[src/rtl/coin_accumulator_if.sv]
`default_nettype none
// ============================================================================
// Module   : coin_accumulator_if
// Purpose  : Coin/session control inputs and credit/refund outputs of the
//            coin accumulator.
// Revision : 1.0
// ============================================================================
interface coin_accumulator_if;
  logic       enable;
  logic       coin_valid;
  logic [1:0] coin_type;
  logic       lock;
  logic       clear;
  logic       refund_req;
  logic [6:0] coin_val;
  logic [3:0] coin_count;
  logic       coin_accept;
  logic       coin_reject;
  logic       refund_valid;
  logic [6:0] refund_amt;
  logic       busy;

  modport master (
    output enable, coin_valid, coin_type, lock, clear, refund_req,
    input  coin_val, coin_count, coin_accept, coin_reject,
           refund_valid, refund_amt, busy
  );

  modport slave (
    input  enable, coin_valid, coin_type, lock, clear, refund_req,
    output coin_val, coin_count, coin_accept, coin_reject,
           refund_valid, refund_amt, busy
  );
endinterface
`default_nettype wire

[src/rtl/coin_accumulator.sv]
`default_nettype none
// ============================================================================
// Module   : coin_accumulator
// Purpose  : Validates coins, keeps the running credit for one vending session
//            and releases it by consume (clear) or refund.
// Revision : 1.0
// ============================================================================
module coin_accumulator #(
  parameter int unsigned COIN0_VAL  = 5,
  parameter int unsigned COIN1_VAL  = 10,
  parameter int unsigned COIN2_VAL  = 20,
  parameter int unsigned COIN3_VAL  = 50,
  parameter int unsigned MAX_CREDIT = 100,
  parameter int unsigned MAX_COINS  = 15
) (
  input  wire logic         clk,
  input  wire logic         rst_n,
  coin_accumulator_if.slave bus
);

  typedef enum logic [1:0] {
    S_IDLE    = 2'd0,
    S_COLLECT = 2'd1,
    S_LOCKED  = 2'd2,
    S_REFUND  = 2'd3
  } state_e;

  state_e     state_q, state_d;
  logic [6:0] coin_val_q, coin_val_d;
  logic [3:0] coin_count_q, coin_count_d;
  logic       coin_accept_q, coin_accept_d;
  logic       coin_reject_q, coin_reject_d;
  logic       refund_valid_q, refund_valid_d;
  logic [6:0] refund_amt_q, refund_amt_d;
  logic       busy_q, busy_d;

  logic [7:0] coin_value;
  logic [7:0] credit_sum;
  logic       coin_ok;
  logic       take_coin;

  always_comb begin
    case (bus.coin_type)
      2'b00:   coin_value = 8'(COIN0_VAL);
      2'b01:   coin_value = 8'(COIN1_VAL);
      2'b10:   coin_value = 8'(COIN2_VAL);
      default: coin_value = 8'(COIN3_VAL);
    endcase
  end

  // Sum is one bit wider than the credit so an overflowing coin cannot wrap.
  assign credit_sum = {1'b0, coin_val_q} + coin_value;
  assign coin_ok    = bus.coin_valid && bus.enable &&
                      (credit_sum <= 8'(MAX_CREDIT)) &&
                      (coin_count_q < 4'(MAX_COINS));

  always_comb begin
    state_d        = state_q;
    coin_val_d     = coin_val_q;
    coin_count_d   = coin_count_q;
    coin_accept_d  = 1'b0;
    coin_reject_d  = 1'b0;
    refund_valid_d = 1'b0;
    refund_amt_d   = 7'd0;
    take_coin      = 1'b0;

    case (state_q)
      S_IDLE: begin
        take_coin = coin_ok;
        if (coin_ok) state_d = S_COLLECT;
      end
      S_COLLECT: begin
        if (bus.refund_req) begin
          state_d = S_REFUND;
        end else if (bus.clear) begin
          state_d      = S_IDLE;
          coin_val_d   = 7'd0;
          coin_count_d = 4'd0;
        end else if (bus.lock) begin
          state_d = S_LOCKED;
        end else if (!bus.enable) begin
          state_d = S_REFUND;
        end else begin
          take_coin = coin_ok;
        end
      end
      S_LOCKED: begin
        if (bus.refund_req) begin
          state_d = S_REFUND;
        end else if (bus.clear) begin
          state_d      = S_IDLE;
          coin_val_d   = 7'd0;
          coin_count_d = 4'd0;
        end else if (!bus.lock) begin
          state_d = S_COLLECT;
        end
      end
      default: begin
        state_d      = S_IDLE;
        coin_val_d   = 7'd0;
        coin_count_d = 4'd0;
      end
    endcase

    if (take_coin) begin
      coin_val_d    = credit_sum[6:0];
      coin_count_d  = coin_count_q + 4'd1;
      coin_accept_d = 1'b1;
    end
    coin_reject_d = bus.coin_valid && !take_coin;

    // Credit is still held while in REFUND; it is snapshotted on the entry edge.
    if ((state_d == S_REFUND) && (state_q != S_REFUND)) begin
      refund_valid_d = 1'b1;
      refund_amt_d   = coin_val_q;
    end

    busy_d = (state_d != S_IDLE);
  end

  always_ff @(posedge clk or negedge rst_n) begin
    if (!rst_n) begin
      state_q        <= S_IDLE;
      coin_val_q     <= 7'd0;
      coin_count_q   <= 4'd0;
      coin_accept_q  <= 1'b0;
      coin_reject_q  <= 1'b0;
      refund_valid_q <= 1'b0;
      refund_amt_q   <= 7'd0;
      busy_q         <= 1'b0;
    end else begin
      state_q        <= state_d;
      coin_val_q     <= coin_val_d;
      coin_count_q   <= coin_count_d;
      coin_accept_q  <= coin_accept_d;
      coin_reject_q  <= coin_reject_d;
      refund_valid_q <= refund_valid_d;
      refund_amt_q   <= refund_amt_d;
      busy_q         <= busy_d;
    end
  end

  assign bus.coin_val     = coin_val_q;
  assign bus.coin_count   = coin_count_q;
  assign bus.coin_accept  = coin_accept_q;
  assign bus.coin_reject  = coin_reject_q;
  assign bus.refund_valid = refund_valid_q;
  assign bus.refund_amt   = refund_amt_q;
  assign bus.busy         = busy_q;

endmodule
`default_nettype wire

[src/flat_wrapper.sv]
// flat-port wrapper written by rule: the top's interface ports become plain ports
module coin_accumulator_flat 
#(
  parameter int unsigned COIN0_VAL  = 5,
  parameter int unsigned COIN1_VAL  = 10,
  parameter int unsigned COIN2_VAL  = 20,
  parameter int unsigned COIN3_VAL  = 50,
  parameter int unsigned MAX_CREDIT = 100,
  parameter int unsigned MAX_COINS  = 15
)
  (clk, rst_n, bus_enable, bus_coin_valid, bus_coin_type, bus_lock, bus_clear, bus_refund_req, bus_coin_val, bus_coin_count, bus_coin_accept, bus_coin_reject, bus_refund_valid, bus_refund_amt, bus_busy);
  coin_accumulator_if bus_i ();
  input  wire logic clk;
  input  wire logic rst_n;
  input wire logic [$bits(bus_i.enable)-1:0] bus_enable;
  input wire logic [$bits(bus_i.coin_valid)-1:0] bus_coin_valid;
  input wire logic [$bits(bus_i.coin_type)-1:0] bus_coin_type;
  input wire logic [$bits(bus_i.lock)-1:0] bus_lock;
  input wire logic [$bits(bus_i.clear)-1:0] bus_clear;
  input wire logic [$bits(bus_i.refund_req)-1:0] bus_refund_req;
  output wire logic [$bits(bus_i.coin_val)-1:0] bus_coin_val;
  output wire logic [$bits(bus_i.coin_count)-1:0] bus_coin_count;
  output wire logic [$bits(bus_i.coin_accept)-1:0] bus_coin_accept;
  output wire logic [$bits(bus_i.coin_reject)-1:0] bus_coin_reject;
  output wire logic [$bits(bus_i.refund_valid)-1:0] bus_refund_valid;
  output wire logic [$bits(bus_i.refund_amt)-1:0] bus_refund_amt;
  output wire logic [$bits(bus_i.busy)-1:0] bus_busy;
  assign bus_i.enable = bus_enable;
  assign bus_i.coin_valid = bus_coin_valid;
  assign bus_i.coin_type = bus_coin_type;
  assign bus_i.lock = bus_lock;
  assign bus_i.clear = bus_clear;
  assign bus_i.refund_req = bus_refund_req;
  assign bus_coin_val = bus_i.coin_val;
  assign bus_coin_count = bus_i.coin_count;
  assign bus_coin_accept = bus_i.coin_accept;
  assign bus_coin_reject = bus_i.coin_reject;
  assign bus_refund_valid = bus_i.refund_valid;
  assign bus_refund_amt = bus_i.refund_amt;
  assign bus_busy = bus_i.busy;
  coin_accumulator #(.COIN0_VAL(COIN0_VAL), .COIN1_VAL(COIN1_VAL), .COIN2_VAL(COIN2_VAL), .COIN3_VAL(COIN3_VAL), .MAX_CREDIT(MAX_CREDIT), .MAX_COINS(MAX_COINS)) u_core (.clk(clk), .rst_n(rst_n), .bus(bus_i));
endmodule
[config.mk]
export PLATFORM = sky130hd
export DESIGN_NAME = coin_accumulator_flat
export DESIGN_NICKNAME = d
export VERILOG_FILES = /design/src/rtl/coin_accumulator_if.sv /design/src/rtl/coin_accumulator.sv /design/src/flat_wrapper.sv
export SDC_FILE = /design/constraint.sdc
export NUM_CORES = 1
export LEC_CHECK = 0
export BUFFER_PORTS_ARGS = -buffer_cell sky130_fd_sc_hd__buf_4
export CELL_PAD_IN_SITES_DETAIL_PLACEMENT = 0
export CELL_PAD_IN_SITES_GLOBAL_PLACEMENT = 1
export CORE_UTILIZATION = 45
export DETAILED_ROUTE_END_ITERATION = 6
export GPL_TIMING_DRIVEN = 0
export PLACE_DENSITY = 0.93
export SLEW_MARGIN = 0
export SYNTH_ARGS = -nofsm -noshare
export SYNTH_HDL_FRONTEND = slang
export SYNTH_SLANG_ARGS = --single-unit
[constraint.sdc]
create_clock -name clk -period 4.7 [get_ports clk]
set_input_delay 0.235 -clock clk [delete_from_list [all_inputs] [get_ports clk]]
set_output_delay 0.235 -clock clk [all_outputs]
set_load 0.005 [all_outputs]
==> metrics.txt <==
reg2reg end u_core.bus.coin_count[0]; Synth Flop Type dfrtp_1; Tmin final 2.733 ns; Final Net Count 208; part of the cycle the worst path needs 58.14%; drt drc 0; max-cap violations 0; Critical Path AT 3.01 ns; H-tree depth 1; routed vias 1260; Buffers & Inverters on Critical Path 2; post_cts resized 0; Reg2Reg Depth 10; hold path cells 2; Vert. Die Dim 59.93 µm; max-slew violations 0; syn_nets 172; clock buffer depth 2; worst hold start bus_coin_valid; Crit Reg-Reg Startpoint u_core.bus.coin_val[0]; yosys warns 0; Async SR Flop Fraction 100.0%; Detail Route Antenna Nets 0; Syn Inst Count 151; commonest non-fill, non-tap cell in the layout buf_4; max incr delay on CP 0.44 ns; DRT Wirelength 3194 µm; Setup TNS 0 ns; Setup violations, final 0; synthesized cell area 1510 µm²; CP Max Fanout 10; Initial Util 48.28%; RSZ-0062 raised after global routing false; # port buffers 30; CP Capture Type flop; root buf cell clkbuf_4; Syn Area/Cell 10.00 µm²; CP max stage cell dfrtp_1; Ant. Diodes 0; skew final 0.005907 ns; post-synthesis register bit count 24; row count 20; leakage 0.0009403 µW; first-pass GRT wire length 5175 µm; number of global-route vias before repair 1143; core area 3128 µm²; most frequent cells in the layout buf_4 (30), dfrtp_1 (24), inv_1 (15); initial antenna violation count 0; latest clock arrival within the worst-skew pair 0.32 ns; Startpoint Class flop; Critical Path, Cell by Cell ha_1 -> inv_1 -> fa_1 -> nor2b_1 -> o311a_1 -> nand3_1 -> o2111ai_2 -> and2_1 -> buf_2 -> mux2_2; CP top delay family simple AND/OR/NAND/NOR gates; crit path from u_core.bus.coin_val[0]; clock-pin transition on the worst setup and hold timing paths 0.14 ns; via/cell ratio 5.478; IO Pins 31; Layout area overhead 22.70%; Hold Buf Count CTS 1; final-report hold violation count 0; hpwl dp 2428 µm; CTS Sinks 24; Slew Limit Headroom 38.50%; WP depth 10; RD Place Congestion 0.7927; largest net degree at the start of global routing 25; total power 981.3 µW; total track usage 19.16%; f_max 0.3659 GHz; count of different cell masters after synthesis 44; postcts setup bufs 0; worst min-delay path category in -> reg; Slew @ Worst Pin 0.9163 ns; TritonRoute pass-1 iters 4; power per cell area 529.6 nW/µm²; grt total ovfl 0; Initial DRC Count 28; ratio of cells with drive above 1 in the final layout 26.34%; Req. time, crit path 4.97 ns; Hold EP u_core.bus.coin_reject; worst setup path class reg -> reg; CTS Buf Count 3; FF-to-FF setup slack 1.97 ns; status finished, final reports clean; EDFF count, synth 0; Die Area 3592 µm²; TritonCTS clock tree yes; WL per Instance 13.89 µm; maximum VDD drop 0.0003666 V; Seq/Total Area, Yosys 39.77%; Die Wd 59.93 µm
report_power, final:
group | switching, µW | internal [µW]
clock network | 63.3 | 86.2
logic | 288 | 229
registers | 55.4 | 260
total | 407 | 575
stage by stage:
step	hold slack (ns)	instance area [µm²]	util, %	instances	setup WS (ns)
floorplan	-0.06059	1510	-	151	2.332
global placement	0.1424	1790	57.24	225	1.995
detailed placement	0.1453	1790	57.24	225	1.927
CTS	0.1398	1853	59.24	230	1.978
global route	0.1501	1853	59.24	230	1.747
finish	0.1401	1853	59.24	230	1.967
sequential cells by signal, summed over array words and instances, names as in the netlist:
signal,flops
u_core.bus.busy,1
u_core.bus.coin_accept,1
u_core.bus.coin_count,4
u_core.bus.coin_reject,1
u_core.bus.coin_val,7
u_core.bus.refund_amt,7
u_core.bus.refund_valid,1
u_core.state_q,2
worst max-delay path by stage:
stage | to | slack, ns
2_1_floorplan | u_core.bus.coin_count[0] | 2.33
3_3_place_gp | u_core.bus.coin_count[0] | 1.99
3_5_place_dp | u_core.bus.coin_count[0] | 1.93
4_1_cts | u_core.bus.coin_count[0] | 1.98
5_1_grt | u_core.bus.coin_count[1] | 1.75
6_report | u_core.bus.coin_count[0] | 1.97
synthesized netlist by cell type (2+ instances only):
master	instances	area share, %
a211oi_2	7	5.8
nor2b_1	7	2.9
a21o_1	2	0.99
o211ai_1	3	1.5
ha_1	11	9.1
and2_1	3	1.2
a21oi_1	6	2.0
or3_1	2	0.83
o211a_1	2	1.3
nand3_1	5	1.7
nand2b_1	3	1.2
o211ai_2	2	1.7
nor2_1	11	2.7
a221o_1	2	1.3
dfrtp_1	24	40
nand2_1	5	1.2
o21ai_0	7	2.3
buf_2	2	0.66
a22o_1	7	4.1
xnor2_1	2	1.2
inv_1	15	3.7
final cells by class:
class	instances	area [µm²]
Buffer	4	25.02
Timing Repair Buffer	31	235.2
Tap cell	44	55.05
Clock inverter	1	30.03
Clock buffer	3	22.52
Fill cell	285	1275
Multi-Input combinational cell	106	820.8
Inverter	17	63.81
Sequential cell	24	600.6
metal layers:
metal  track usage (%)  wire length (µm)  vias up
met4             1.993                 7        0
met3             4.762               147        2
met2             33.65              1531       31
li1                  -                 -      624
met1             24.46              1507      603
met5                 0                 0        -
cells by family (layout without fill, tap and decap cells):
kind of cell | after synthesis | after routing | synth area share (%)
compound gates | 49 | 49 | 27.34
xor+xnor | 2 | 2 | 1.160
fa+ha+maj | 12 | 12 | 10.44
buf+inv | 21 | 56 | 5.881
flops | 24 | 24 | 39.77
mux | 1 | 1 | 0.7456
simple gates | 42 | 42 | 14.66
No activity file was read; power rests on OpenSTA's default activity.
